===== src/rtl/pc_unit.sv =====
// Program counter with a circular return-address stack for calls and returns.
// Sequences fetch addresses: increment, absolute jump, relative branch, call, return.
module pc_unit #(
    parameter int                ADDR_W    = 32,
    parameter int                IMM_W     = 16,
    parameter logic [ADDR_W-1:0] RESET_VEC = '0,
    parameter int                RAS_DEPTH = 4
) (
    input  logic              clk,
    input  logic              rst_n,
    input  logic              en,
    input  logic [2:0]        op,
    input  logic              br_taken,
    input  logic [IMM_W-1:0]  imm,
    output logic [ADDR_W-1:0] pc,
    output logic              ras_empty,
    output logic              ras_full,
    output logic              err
);

    localparam int PTR_W = (RAS_DEPTH > 1) ? $clog2(RAS_DEPTH) : 1;
    localparam int CNT_W = $clog2(RAS_DEPTH + 1);

    localparam logic [2:0] OP_INC  = 3'd0;
    localparam logic [2:0] OP_JMP  = 3'd1;
    localparam logic [2:0] OP_BR   = 3'd2;
    localparam logic [2:0] OP_CALL = 3'd3;
    localparam logic [2:0] OP_RET  = 3'd4;

    logic [ADDR_W-1:0] pc_q, pc_d;
    logic [PTR_W-1:0]  top_q, top_d;
    logic [CNT_W-1:0]  cnt_q, cnt_d;
    logic              err_q, err_d;
    logic [ADDR_W-1:0] ras_q [RAS_DEPTH];
    logic [ADDR_W-1:0] ras_d [RAS_DEPTH];

    logic [ADDR_W-1:0] pc_inc;
    logic [ADDR_W-1:0] imm_zx;
    logic [ADDR_W-1:0] imm_sx;
    logic [PTR_W-1:0]  top_inc;
    logic [PTR_W-1:0]  top_dec;
    logic              empty_w;
    logic              full_w;

    assign pc_inc  = pc_q + ADDR_W'(1);
    assign imm_zx  = ADDR_W'(imm);
    assign imm_sx  = ADDR_W'($signed(imm));
    assign top_inc = (top_q == PTR_W'(RAS_DEPTH - 1)) ? '0 : top_q + PTR_W'(1);
    assign top_dec = (top_q == '0) ? PTR_W'(RAS_DEPTH - 1) : top_q - PTR_W'(1);
    assign empty_w = (cnt_q == '0);
    assign full_w  = (cnt_q == CNT_W'(RAS_DEPTH));

    always_comb begin
        pc_d  = pc_q;
        top_d = top_q;
        cnt_d = cnt_q;
        err_d = err_q;
        ras_d = ras_q;
        if (en) begin
            case (op)
                OP_JMP:  pc_d = imm_zx;
                OP_BR:   pc_d = br_taken ? (pc_q + imm_sx) : pc_inc;
                OP_CALL: begin
                    // When full, top_inc lands on the oldest entry, so it is overwritten.
                    ras_d[top_inc] = pc_inc;
                    top_d          = top_inc;
                    pc_d           = imm_zx;
                    if (full_w) err_d = 1'b1;
                    else        cnt_d = cnt_q + CNT_W'(1);
                end
                OP_RET: begin
                    if (empty_w) begin
                        pc_d  = pc_inc;
                        err_d = 1'b1;
                    end else begin
                        pc_d  = ras_q[top_q];
                        top_d = top_dec;
                        cnt_d = cnt_q - CNT_W'(1);
                    end
                end
                default: pc_d = pc_inc;
            endcase
        end
    end

    always_ff @(posedge clk or negedge rst_n) begin
        if (!rst_n) begin
            pc_q  <= RESET_VEC;
            top_q <= '0;
            cnt_q <= '0;
            err_q <= 1'b0;
            for (int i = 0; i < RAS_DEPTH; i++) ras_q[i] <= '0;
        end else begin
            pc_q  <= pc_d;
            top_q <= top_d;
            cnt_q <= cnt_d;
            err_q <= err_d;
            ras_q <= ras_d;
        end
    end

    assign pc        = pc_q;
    assign ras_empty = empty_w;
    assign ras_full  = full_w;
    assign err       = err_q;

endmodule


===== config.mk =====
export PLATFORM = sky130hd
export DESIGN_NAME = pc_unit
export DESIGN_NICKNAME = d
export VERILOG_FILES = /design/src/rtl/pc_unit.sv
export SDC_FILE = /design/constraint.sdc
export NUM_CORES = 1
export LEC_CHECK = 0
export ABC_AREA = 1
export BUFFER_PORTS_ARGS = -buffer_cell sky130_fd_sc_hd__buf_2
export CORE_MARGIN = 4
export CORE_UTILIZATION = 63
export CTS_BUF_LIST = sky130_fd_sc_hd__clkbuf_8 sky130_fd_sc_hd__clkbuf_16
export CTS_CLUSTER_DIAMETER = 80
export DETAILED_ROUTE_END_ITERATION = 8
export GPL_TIMING_DRIVEN = 0
export PLACE_DENSITY = 0.94
export SLEW_MARGIN = 20
export SYNTH_ARGS = -nofsm -noshare
export SYNTH_HDL_FRONTEND = slang
export SYNTH_SLANG_ARGS = --single-unit

===== constraint.sdc =====
create_clock -name clk -period 2.4 [get_ports clk]
set_clock_uncertainty 0.05 [all_clocks]
set_input_delay 0.48 -clock clk [delete_from_list [all_inputs] [get_ports clk]]
set_output_delay 0.48 -clock clk [all_outputs]
set_load 0.02 [all_outputs]

==> summary.md <==
| Metric | Value |
|---|---|
| Drt pass-1 iters | `6` |
| Commonest non-fill, non-tap cell in the layout | `nand2_1` |
| Initial Util | `64.9%` |
| Post-route clock period utilization | `98.2%` |
| EDFF count, synth | `0` |
| Setup TNS | `0 ns` |
| Setup violations, final | `0` |
| RR Startpoint | `top_q[1]` |
| Status | `complete, no violations` |
| Mapped cell area | `11,300 um2` |
| Startpoint types | `register` |
| Most used cell, CP | `o21ai_0` |
| Mapped Nets | `1,785` |
| Slowest CP cell | `clkbuf_1` |
| Maximum VDD drop | `0.00106 V` |
| Clock Sinks | `166` |
| CP max stage delay | `0.54 ns` |
| Port bufs | `57` |
| Slew @ Worst Pin | `0.713 ns` |
| Layout cells sized above 1 | `9.82%` |
| Nets@finish | `1,862` |
| Max_cap viols | `0` |
| Drt wl/cell | `19.2 um` |
| Cell Chain, Critical Path | `clkbuf_4 -> clkbuf_1 -> o21ai_0 -> o21ai_0 -> a21oi_1 -> a32oi_1` |
| Vias per inst | `6.08` |
| Placed cells | `2,005` |
| Later-pin clock latency in the skew report | `0.44 ns` |
| Critical Path Source | `top_q[1]` |
| CTS Buf Count | `17` |
| Boundary pin count | `58` |
| Largest net degree at the start of global routing | `94` |
| Min Clock Period, post-route | `2.36 ns` |
| DR vias | `12,400` |
| Critical Setup Path Class | `reg -> reg` |
| Post-DRT Antenna Nets | `0` |
| Buf+Inv Stages, Crit Path | `2` |
| Die Ht | `142 um` |
| Number of DRC markers in iteration 0 | `1,670` |
| Drt total wl | `39.1 mm` |
| Residual DRC | `0` |
| Critical Path RT | `2.70 ns` |
| Remaining Overflow, GRT | `0` |
| Register area share after synthesis | `36.8%` |
| # fillers | `1,375` |
| WP data arrival | `2.66 ns` |
| P&R area growth vs syn | `12.5%` |
| Total GRT Usage | `39.1%` |
| Count of final max-slew check failures | `0` |
| Leakage | `6.83 nW` |
| Post-Layout Cell Count | `2,037` |
| Sequential cell area | `4160 um2` |
| CP top delay family | `compound AO/OA/AOI/OAI gates` |
| GP Congestion | `1.05` |
| HPWL Detailed | `28.9 mm` |
| CTS root buffer | `clkbuf_16` |
| Cells after Synth | `1,722` |
| Area of the core region | `17,400 um2` |
| Syn_area_per_cell | `6.56 um2` |
| Antenna violations before repair | `0` |
| Worst hold start | `imm[0]` |
| CTS max path bufs | `2` |
| Rel. slew slack | `52.3%` |
| Critical path capture point type | `register` |
| Die area | `20,100 um2` |
| CTS tree | `built` |
| Vias in the first global route | `11,700` |
| Multi-input gate area | `6110 um2` |
| Ys flop type | `dfrtp_1` |
| Hold Path Class | `in -> reg` |
| Util after Layout | `73.0%` |
| Distinct cells, synth | `44` |
| First-pass GRT wire length | `61.1 mm` |
| Synth warn | `0` |
| Antenna cells | `0` |
| Die W | `142 um` |
| CTS H-Tree Depth | `4` |
| Pwr/cell area | `1090 nW/um2` |
| Floorplan row count | `48` |
| Max Fanout on Critical Path | `10` |
| #FFs+latches synth | `166` |
| Worst-path clk slew | `0.07 ns` |
| Endpoints failing hold | `0` |
| Final Power | `13.9 mW` |
| Asr flop ratio synth | `100%` |
| Most frequent cells in the layout | `606 x nand2_1, 232 x inv_1, 177 x o21ai_0` |
| Fmax | `424 MHz` |
==> synth_stat cells, types with 3 or more instances <==
| cell | n | area (um2) |
|---|---|---|
| nand2_1 | 611 | 2290 |
| inv_1 | 232 | 871 |
| o21ai_0 | 179 | 896 |
| dfrtp_1 | 166 | 4150 |
| nand3_1 | 160 | 801 |
| nor2_1 | 111 | 417 |
| a21oi_1 | 52 | 260 |
| clkbuf_1 | 42 | 158 |
| ha_1 | 38 | 475 |
| buf_2 | 14 | 70.1 |
| nor3_1 | 13 | 65.1 |
| xor2_1 | 11 | 96.3 |
| a32oi_1 | 10 | 87.6 |
| xnor2_1 | 7 | 61.3 |
| inv_2 | 6 | 22.5 |
| o22ai_1 | 6 | 37.5 |
| nand3_2 | 5 | 50.1 |
| nand2_2 | 4 | 25.0 |
| nand4_1 | 4 | 25.0 |
| nor2_4 | 4 | 45.0 |
| nor3_2 | 4 | 40.0 |
| o21ai_1 | 4 | 20.0 |
| buf_1 | 3 | 11.3 |
| nand3b_1 | 3 | 22.5 |
| nor2_2 | 3 | 18.8 |
| o21bai_1 | 3 | 22.5 |
| xor2_2 | 3 | 48.8 |
==> final timing paths <==
| check | slack [ns] | cells after the start | to |
|---|---|---|---|
| hold / removal | 0.39 | 5 | pc[0] |
| min in group asynchronous | 0.56 | 2 | ras_q[69] |
| hold reg to reg | 0.43 | 2 | ras_q[98] |
| max in group asynchronous | 0.89 | 3 | ras_q[121] |
| setup reg to reg | 0.04 | 6 | pc[2] |
| setup / recovery | 0.04 | 6 | pc[2] |
==> per-stage QoR <==
| stage | cell area [um2] | hold slack (ns) | setup WS, ns |
|---|---|---|---|
| after floorplan | 11300 | 0.134 | 0.265 |
| after global placement | 11900 | 0.399 | -1.67 |
| after detailed placement | 11900 | 0.412 | -0.413 |
| after CTS | 12600 | 0.361 | 0.0188 |
| after global routing | 12700 | 0.406 | -0.0133 |
| final | 12700 | 0.387 | 0.0429 |
==> metal layers <==
layer  global-route usage, %  wire length [um]
met5                       0                 0
met4                    18.2              2160
met3                    11.1              5160
met2                    61.4             17400
met1                    50.4             14400
==> worst reg2reg max path, delay by kind of cell, from the launching register on <==
family | cells | cell delay (ns)
compound gates | 4 | 1.05
buf+inv | 2 | 0.77
flops | 1 | 0.41
==> logic make-up after synthesis <==
| kind of cell | synth area share [%] |
|---|---|
| and+or+nand+nor | 34.0 |
| buffers and inverters | 10.3 |
| AOI/OAI and AO/OA | 12.6 |
| DFF | 36.8 |
| adders and majority gates | 4.56 |
| xor gates and xnor gates | 1.83 |
==> cell type report <==
class	instances	share of cell area (%)
buffer	60	2.29
sequential	166	32.7
multi-input combinational	1255	48.1
clock buffer	17	3.35
timing repair buffer	60	2.68
clock inverter	15	1.60
inverter	239	7.07
tap	225	2.21
==> sequential cells by signal, summed over array words and instances (netlist names) <==
register  count
ras_q       128
pc           32
cnt_q         3
top_q         2
err           1
==> report_power, final <==
part | leakage [nW] | internal, mW | switching, mW | total [mW]
registers | 2.08 | 3.94 | 0.862 | 4.80
clock network | 0.307 | 1.75 | 1.19 | 2.94
logic | 4.45 | 1.95 | 4.22 | 6.17
total | 6.83 | 7.64 | 6.27 | 13.9
==> timing repair <==
action / 4_1_cts / 5_1_grt
endpoints found under the hold margin: 63 / 0
setup buffers: 1 / 0
hold buffers: 1 / 0
setup endpoints to repair: 100 / 92
resized for setup: 18 / 42
Power figures use the tool's default switching activity.
